`src/rtl/div_unit_if.sv`:
```
// Request/response bundle for the sequential signed divider.
// The control unit drives start/A/B; the divider returns HI/LO and status pulses.
interface div_unit_if #(
    parameter int WIDTH = 32
);
    logic             start;
    logic [WIDTH-1:0] A;
    logic [WIDTH-1:0] B;
    logic [WIDTH-1:0] HI;
    logic [WIDTH-1:0] LO;
    logic             busy;
    logic             done;
    logic             div_zero;

    modport master (
        output start, A, B,
        input  HI, LO, busy, done, div_zero
    );

    modport slave (
        input  start, A, B,
        output HI, LO, busy, done, div_zero
    );
endinterface

```
`src/rtl/div_unit.sv`:
```
// Signed restoring divider, one quotient bit per clock, fixed WIDTH+1 cycle latency.
// Works on magnitudes and fixes the result signs when the run completes.
module div_unit #(
    parameter int WIDTH = 32
) (
    input  logic      clk,
    input  logic      reset,
    div_unit_if.slave bus
);
    typedef enum logic [1:0] {IDLE, RUN, FINISH} state_t;

    localparam int CNT_W = (WIDTH > 2) ? $clog2(WIDTH) : 1;
    localparam logic [CNT_W-1:0] CNT_LAST = CNT_W'(WIDTH - 1);

    state_t           r_state;
    logic [CNT_W-1:0] r_cnt;
    logic [WIDTH-1:0] r_babs;
    logic [WIDTH-1:0] r_quot;
    logic [WIDTH:0]   r_rem;
    logic             r_sign_a;
    logic             r_sign_b;
    logic [WIDTH-1:0] r_hi;
    logic [WIDTH-1:0] r_lo;
    logic             r_busy;
    logic             r_done;
    logic             r_div_zero;

    // Magnitude as unsigned: the most negative value maps onto itself, which is exact.
    function automatic logic [WIDTH-1:0] f_abs(input logic [WIDTH-1:0] v);
        return v[WIDTH-1] ? (~v + 1'b1) : v;
    endfunction

    function automatic logic [WIDTH-1:0] f_neg_if(input logic [WIDTH-1:0] v, input logic neg);
        return neg ? (~v + 1'b1) : v;
    endfunction

    logic [WIDTH+1:0] w_rem_sh;
    logic [WIDTH+1:0] w_diff;
    logic             w_fits;

    // The remainder stays below |B| <= 2^WIDTH, so a WIDTH+2 bit difference has a valid sign bit.
    assign w_rem_sh = {r_rem, r_quot[WIDTH-1]};
    assign w_diff   = w_rem_sh - {2'b00, r_babs};
    assign w_fits   = ~w_diff[WIDTH+1];

    always_ff @(posedge clk) begin
        if (reset) begin
            r_state    <= IDLE;
            r_cnt      <= '0;
            r_babs     <= '0;
            r_quot     <= '0;
            r_rem      <= '0;
            r_sign_a   <= 1'b0;
            r_sign_b   <= 1'b0;
            r_hi       <= '0;
            r_lo       <= '0;
            r_busy     <= 1'b0;
            r_done     <= 1'b0;
            r_div_zero <= 1'b0;
        end else begin
            r_done     <= 1'b0;
            r_div_zero <= 1'b0;
            case (r_state)
                IDLE: begin
                    if (bus.start) begin
                        if (bus.B == '0) begin
                            r_div_zero <= 1'b1;
                        end else begin
                            r_babs   <= f_abs(bus.B);
                            r_quot   <= f_abs(bus.A);
                            r_sign_a <= bus.A[WIDTH-1];
                            r_sign_b <= bus.B[WIDTH-1];
                            r_rem    <= '0;
                            r_cnt    <= '0;
                            r_busy   <= 1'b1;
                            r_state  <= RUN;
                        end
                    end
                end
                RUN: begin
                    r_rem  <= w_fits ? w_diff[WIDTH:0] : w_rem_sh[WIDTH:0];
                    r_quot <= {r_quot[WIDTH-2:0], w_fits};
                    r_cnt  <= r_cnt + 1'b1;
                    if (r_cnt == CNT_LAST) begin
                        r_busy  <= 1'b0;
                        r_state <= FINISH;
                    end
                end
                FINISH: begin
                    // Quotient sign follows the operand signs; remainder follows the dividend.
                    r_lo    <= f_neg_if(r_quot, r_sign_a ^ r_sign_b);
                    r_hi    <= f_neg_if(r_rem[WIDTH-1:0], r_sign_a);
                    r_done  <= 1'b1;
                    r_state <= IDLE;
                end
                default: r_state <= IDLE;
            endcase
        end
    end

    assign bus.HI       = r_hi;
    assign bus.LO       = r_lo;
    assign bus.busy     = r_busy;
    assign bus.done     = r_done;
    assign bus.div_zero = r_div_zero;
endmodule

```
`src/flat_wrapper.sv`:
```
// flat-port wrapper written by rule: the top's interface ports become plain ports
module div_unit_flat 
#(
    parameter int WIDTH = 32
)
  (clk, reset, bus_start, bus_A, bus_B, bus_HI, bus_LO, bus_busy, bus_done, bus_div_zero);
  div_unit_if #(.WIDTH(WIDTH)) bus_i ();
  input  logic clk;
  input  logic reset;
  input wire logic [$bits(bus_i.start)-1:0] bus_start;
  input wire logic [$bits(bus_i.A)-1:0] bus_A;
  input wire logic [$bits(bus_i.B)-1:0] bus_B;
  output wire logic [$bits(bus_i.HI)-1:0] bus_HI;
  output wire logic [$bits(bus_i.LO)-1:0] bus_LO;
  output wire logic [$bits(bus_i.busy)-1:0] bus_busy;
  output wire logic [$bits(bus_i.done)-1:0] bus_done;
  output wire logic [$bits(bus_i.div_zero)-1:0] bus_div_zero;
  assign bus_i.start = bus_start;
  assign bus_i.A = bus_A;
  assign bus_i.B = bus_B;
  assign bus_HI = bus_i.HI;
  assign bus_LO = bus_i.LO;
  assign bus_busy = bus_i.busy;
  assign bus_done = bus_i.done;
  assign bus_div_zero = bus_i.div_zero;
  div_unit #(.WIDTH(WIDTH)) u_core (.clk(clk), .reset(reset), .bus(bus_i));
endmodule
```
`config.mk`:
```
export PLATFORM = sky130hd
export DESIGN_NAME = div_unit_flat
export DESIGN_NICKNAME = d
export VERILOG_FILES = /design/src/rtl/div_unit_if.sv /design/src/rtl/div_unit.sv /design/src/flat_wrapper.sv
export SDC_FILE = /design/constraint.sdc
export NUM_CORES = 1
export LEC_CHECK = 0
export BUFFER_PORTS_ARGS = -buffer_cell sky130_fd_sc_hd__buf_2
export CAP_MARGIN = 20
export CORE_AREA = 3 3 163 133
export DETAILED_ROUTE_END_ITERATION = 10
export DIE_AREA = 0 0 166 136
export GPL_TIMING_DRIVEN = 0
export PLACE_DENSITY = 0.88
export REMOVE_ABC_BUFFERS = 1
export SETUP_SLACK_MARGIN = 0.4
export SLEW_MARGIN = 20
export SYNTH_ARGS = -nofsm -noshare
export SYNTH_HDL_FRONTEND = slang
export SYNTH_SLANG_ARGS = --single-unit
export TNS_END_PERCENT = 5
```
`constraint.sdc`:
```
create_clock -name clk -period 3 [get_ports clk]
set_input_delay 0.45 -clock clk [delete_from_list [all_inputs] [get_ports clk]]
set_output_delay 0.45 -clock clk [all_outputs]
set_load 0.01 [all_outputs]
```
==> flow_metrics.env <==
export IMPL_r2r_start="u_core.r_rem[6]$_SDFFE_PP0P_"
export IMPL_die_w_microns=166
export IMPL_finalInstanceArea_sq_um=13100
export IMPL_hpwl_mm=21.29
export IMPL_ant_nets=0
export IMPL_final_common_cell="nor2_1"
export IMPL_h_tree_depth=4
export IMPL_worst_path_stages=12
export IMPL_min_delay_start="bus_B[30]"
export IMPL_syn_area_sq_um=10680
export IMPL_cts_tree="built"
export IMPL_startpoint_type="primary input"
export IMPL_fin_nets=1579
export IMPL_place_congestion=0.9355
export IMPL_place_area_sq_um=11570
export IMPL_fin_crit_sh_pct=97.53
export IMPL_r2r_cells=9
export IMPL_routed_via_count=11010
export IMPL_overflow=0
export IMPL_crit_path_end_kind="register"
export IMPL_dr_pass1_iters=9
export IMPL_grt_pass1_wl_mm=51.27
export IMPL_slew_violations=0
export IMPL_synthDistinctLibCells=63
export IMPL_drt_total_wl_mm=32.80
export IMPL_synthFlopType="dfxtp_1"
export IMPL_final_hold_violation_count=0
export IMPL_wire_per_inst_microns=18.73
export IMPL_synth_warnings=0
export IMPL_tightest_slew_ns=0.9311
export IMPL_clockBufferDepth=2
export IMPL_crit_family="simple AND/OR/NAND/NOR gates"
export IMPL_antenna_found_initial=0
export IMPL_reg2reg_slack_ns=0.18
export IMPL_path_cells="buf_8 > or4_4 > or3_4 > or3_4 > nor4_4 > and2_4 > nor3_4 > buf_6 > buf_8 > buf_4 > a222oi_1 > nor2_1"
export IMPL_die_height_microns=136
export IMPL_core_area_sq_um=19970
export IMPL_row_count=46
export IMPL_start_util_pct=53.46
export IMPL_grt_max_degree=92
export IMPL_p_leak_nw=5.171
export IMPL_synthArstFlopShare_pct=0
export IMPL_dp_slack_ns=-1.117
export IMPL_finClkSkew_ns=0.009768
export IMPL_cts_buffers=17
export IMPL_via_per_inst=6.290
export IMPL_hold_buffers=0
export IMPL_drtIter0Drc=1516
export IMPL_worst_path_largest_cell_delay_ns=0.53
export IMPL_syn_inst=1350
export IMPL_synth_avg_cell_area_sq_um=7.909
export IMPL_min_path_cells=2
export IMPL_final_cell_mix="nor2_1 (163), dfxtp_1 (152), buf_2 (129)"
export IMPL_synth_top_cell_by_area="dfxtp_1"
export IMPL_drc=0
export IMPL_setup_ws_ns=0.07404
export IMPL_hold_class="primary input to register"
export IMPL_critPathKind="primary input to register"
export IMPL_synth_edf_count=0
export IMPL_cp_num_buf_inv=4
export IMPL_cap_violations=0
export IMPL_power_density_nw_per_um2=1073
export IMPL_synth_top_area_share_pct=32.44
export IMPL_r2r_end="u_core.bus.HI[29]$_SDFFE_PP0P_"
export IMPL_grt_pass1_vias=10070
export IMPL_final_cells=1751
export IMPL_synth_yosys_seq_area_share_pct=32.44
export IMPL_dieArea_sq_um=22580
export IMPL_cp_required_ns=3.30
export IMPL_timing_critical_path_arrival_ns=3.23
export IMPL_clk_latency_ns=0.43
export IMPL_drive_gt1_share_pct=22.01
export IMPL_grt_usage_pct=27.27
export IMPL_outcome="finished clean"
export IMPL_finalCriticalPeriod_ns=2.926
export IMPL_io_buffers=133
export IMPL_crit_path_top_delay_cell="or4_4"
export IMPL_hold_end="u_core.r_babs[31]$_SDFFE_PP0P_"
export IMPL_slew_headroom_pct=37.45
export IMPL_ir_drop_v=0.0008915
export IMPL_dp_cells=1673
export IMPL_areaGrowthSynthToFinish_pct=22.68
export IMPL_ys_seq_elements=173
export IMPL_rsz0062_at_grt="true"
export IMPL_max_freq_mhz=341.8
export IMPL_clkTransAtPathRegs_ns=0.07
export IMPL_hold_slack_ns=0.2456
export IMPL_synthTopCellsByArea="dfxtp_1 (32%), xnor2_1 (7.5%), nor2_1 (5.9%)"
export IMPL_final_setup_viol_count=0
export IMPL_cts_root_buffer="clkbuf_16"
export IMPL_crit_fanout=6
export IMPL_power_mw=14.05
export IMPL_cts_sink_count=173
export IMPL_io_pin_count=134
final cells by class:
type	instances	area, sq um
repair buffers	185	1318
flip-flops and latches	173	3500
clock inverters	13	162.7
fillers	1512	6874
inverters	54	205.2
clock buffers	19	442.9
multi-input cells	1042	7137
well taps	264	330.3
diodes	1	2.502
state kept, by name (all words and copies together) (netlist names), 2 cells and up:
| name | flops |
|---|---|
| u_core.r_cnt | 5 |
| u_core.r_rem | 33 |
| u_core.r_quot | 32 |
| u_core.bus.LO | 32 |
| u_core.bus.HI | 32 |
| u_core.r_babs | 32 |
| u_core.r_state | 2 |
power breakdown:
part | leakage [nW] | switching, mW | total (mW) | internal (mW)
combinational | 3.46 | 4.85 | 8.67 | 3.82
sequential | 1.42 | 0.516 | 3.09 | 2.57
clock | 0.295 | 0.954 | 2.29 | 1.34
Yosys cell counts (6+ instances only):
library cell  number
dfxtp_1          173
nor2_1           167
nand2_1          118
xnor2_1           91
a211oi_1          81
o21ai_0           74
nand3_1           70
clkbuf_1          68
a21oi_1           61
inv_1             54
xor2_1            49
ha_1              38
a222oi_1          30
o31ai_1           29
nor3_1            23
and3_1            14
or3_1             14
or4_1             13
o41ai_1           12
a32oi_1           11
nand2b_1          11
a21o_1             9
nand4_1            9
nor2b_1            9
mux2i_1            8
nor4_1             8
a311oi_1           7
and2_1             7
buf_2              7
o21a_1             7
a31oi_1            6
kinds of logic (layout without fill, tap and decap cells):
| group | after synthesis | count (layout) | synth area share [%] |
|---|---|---|---|
| multiplexers | 8 | 8 | 0.7501 |
| flip-flops | 173 | 173 | 32.44 |
| adder cells (fa/ha/maj) | 39 | 39 | 4.641 |
| AO/OA/AOI/OAI | 362 | 364 | 23.73 |
| other | 0 | 1 | 0 |
| XOR/XNOR | 140 | 140 | 11.48 |
| AND/OR/NAND/NOR | 489 | 491 | 21.63 |
| buffers and inverters | 139 | 271 | 5.320 |
repair_timing:
action / in CTS / in global routing
cloned: 7 / 0
gates resized for setup: 93 / 31
setup buffers: 31 / 7
pin swaps: 31 / 18
setup endpoints to repair: 132 / 129
routing by layer:
metal  up-vias  part of all wire [%]  GRT usage [%]
li1       5188                     -              -
met1      5027                    42          37.36
met2       700                    43          40.90
met3        99                    12          7.500
met4         0                   3.3          10.90
met5         -                     0              0
per-stage QoR:
stage	setup TNS (ns)	util [%]
after floorplan	-197.41	-
after global placement	-423.87	56.62
after detailed placement	-56.00	57.93
after CTS	0	64.62
after global routing	-0.01615	65.57
final	0	65.58
worst max path at each step:
| stage | from | slack [ns] | end |
|---|---|---|---|
| final | bus_B[20] | 0.07 | u_core.r_quot[13]$_SDFFE_PP0P_ |
| after global placement | u_core.r_state[1]$_SDFFE_PP0P_ | -3.65 | u_core.bus.HI[19]$_SDFFE_PP0P_ |
| after detailed placement | bus_B[21] | -1.12 | u_core.r_rem[1]$_SDFFE_PP0P_ |
| after floorplan | u_core.r_state[1]$_SDFFE_PP0P_ | -1.96 | u_core.bus.HI[19]$_SDFFE_PP0P_ |
| after CTS | u_core.r_rem[6]$_SDFFE_PP0P_ | 0.19 | u_core.bus.HI[29]$_SDFFE_PP0P_ |
| after global routing | bus_B[20] | -0.02 | u_core.r_quot[13]$_SDFFE_PP0P_ |
Power figures use the tool's default switching activity.
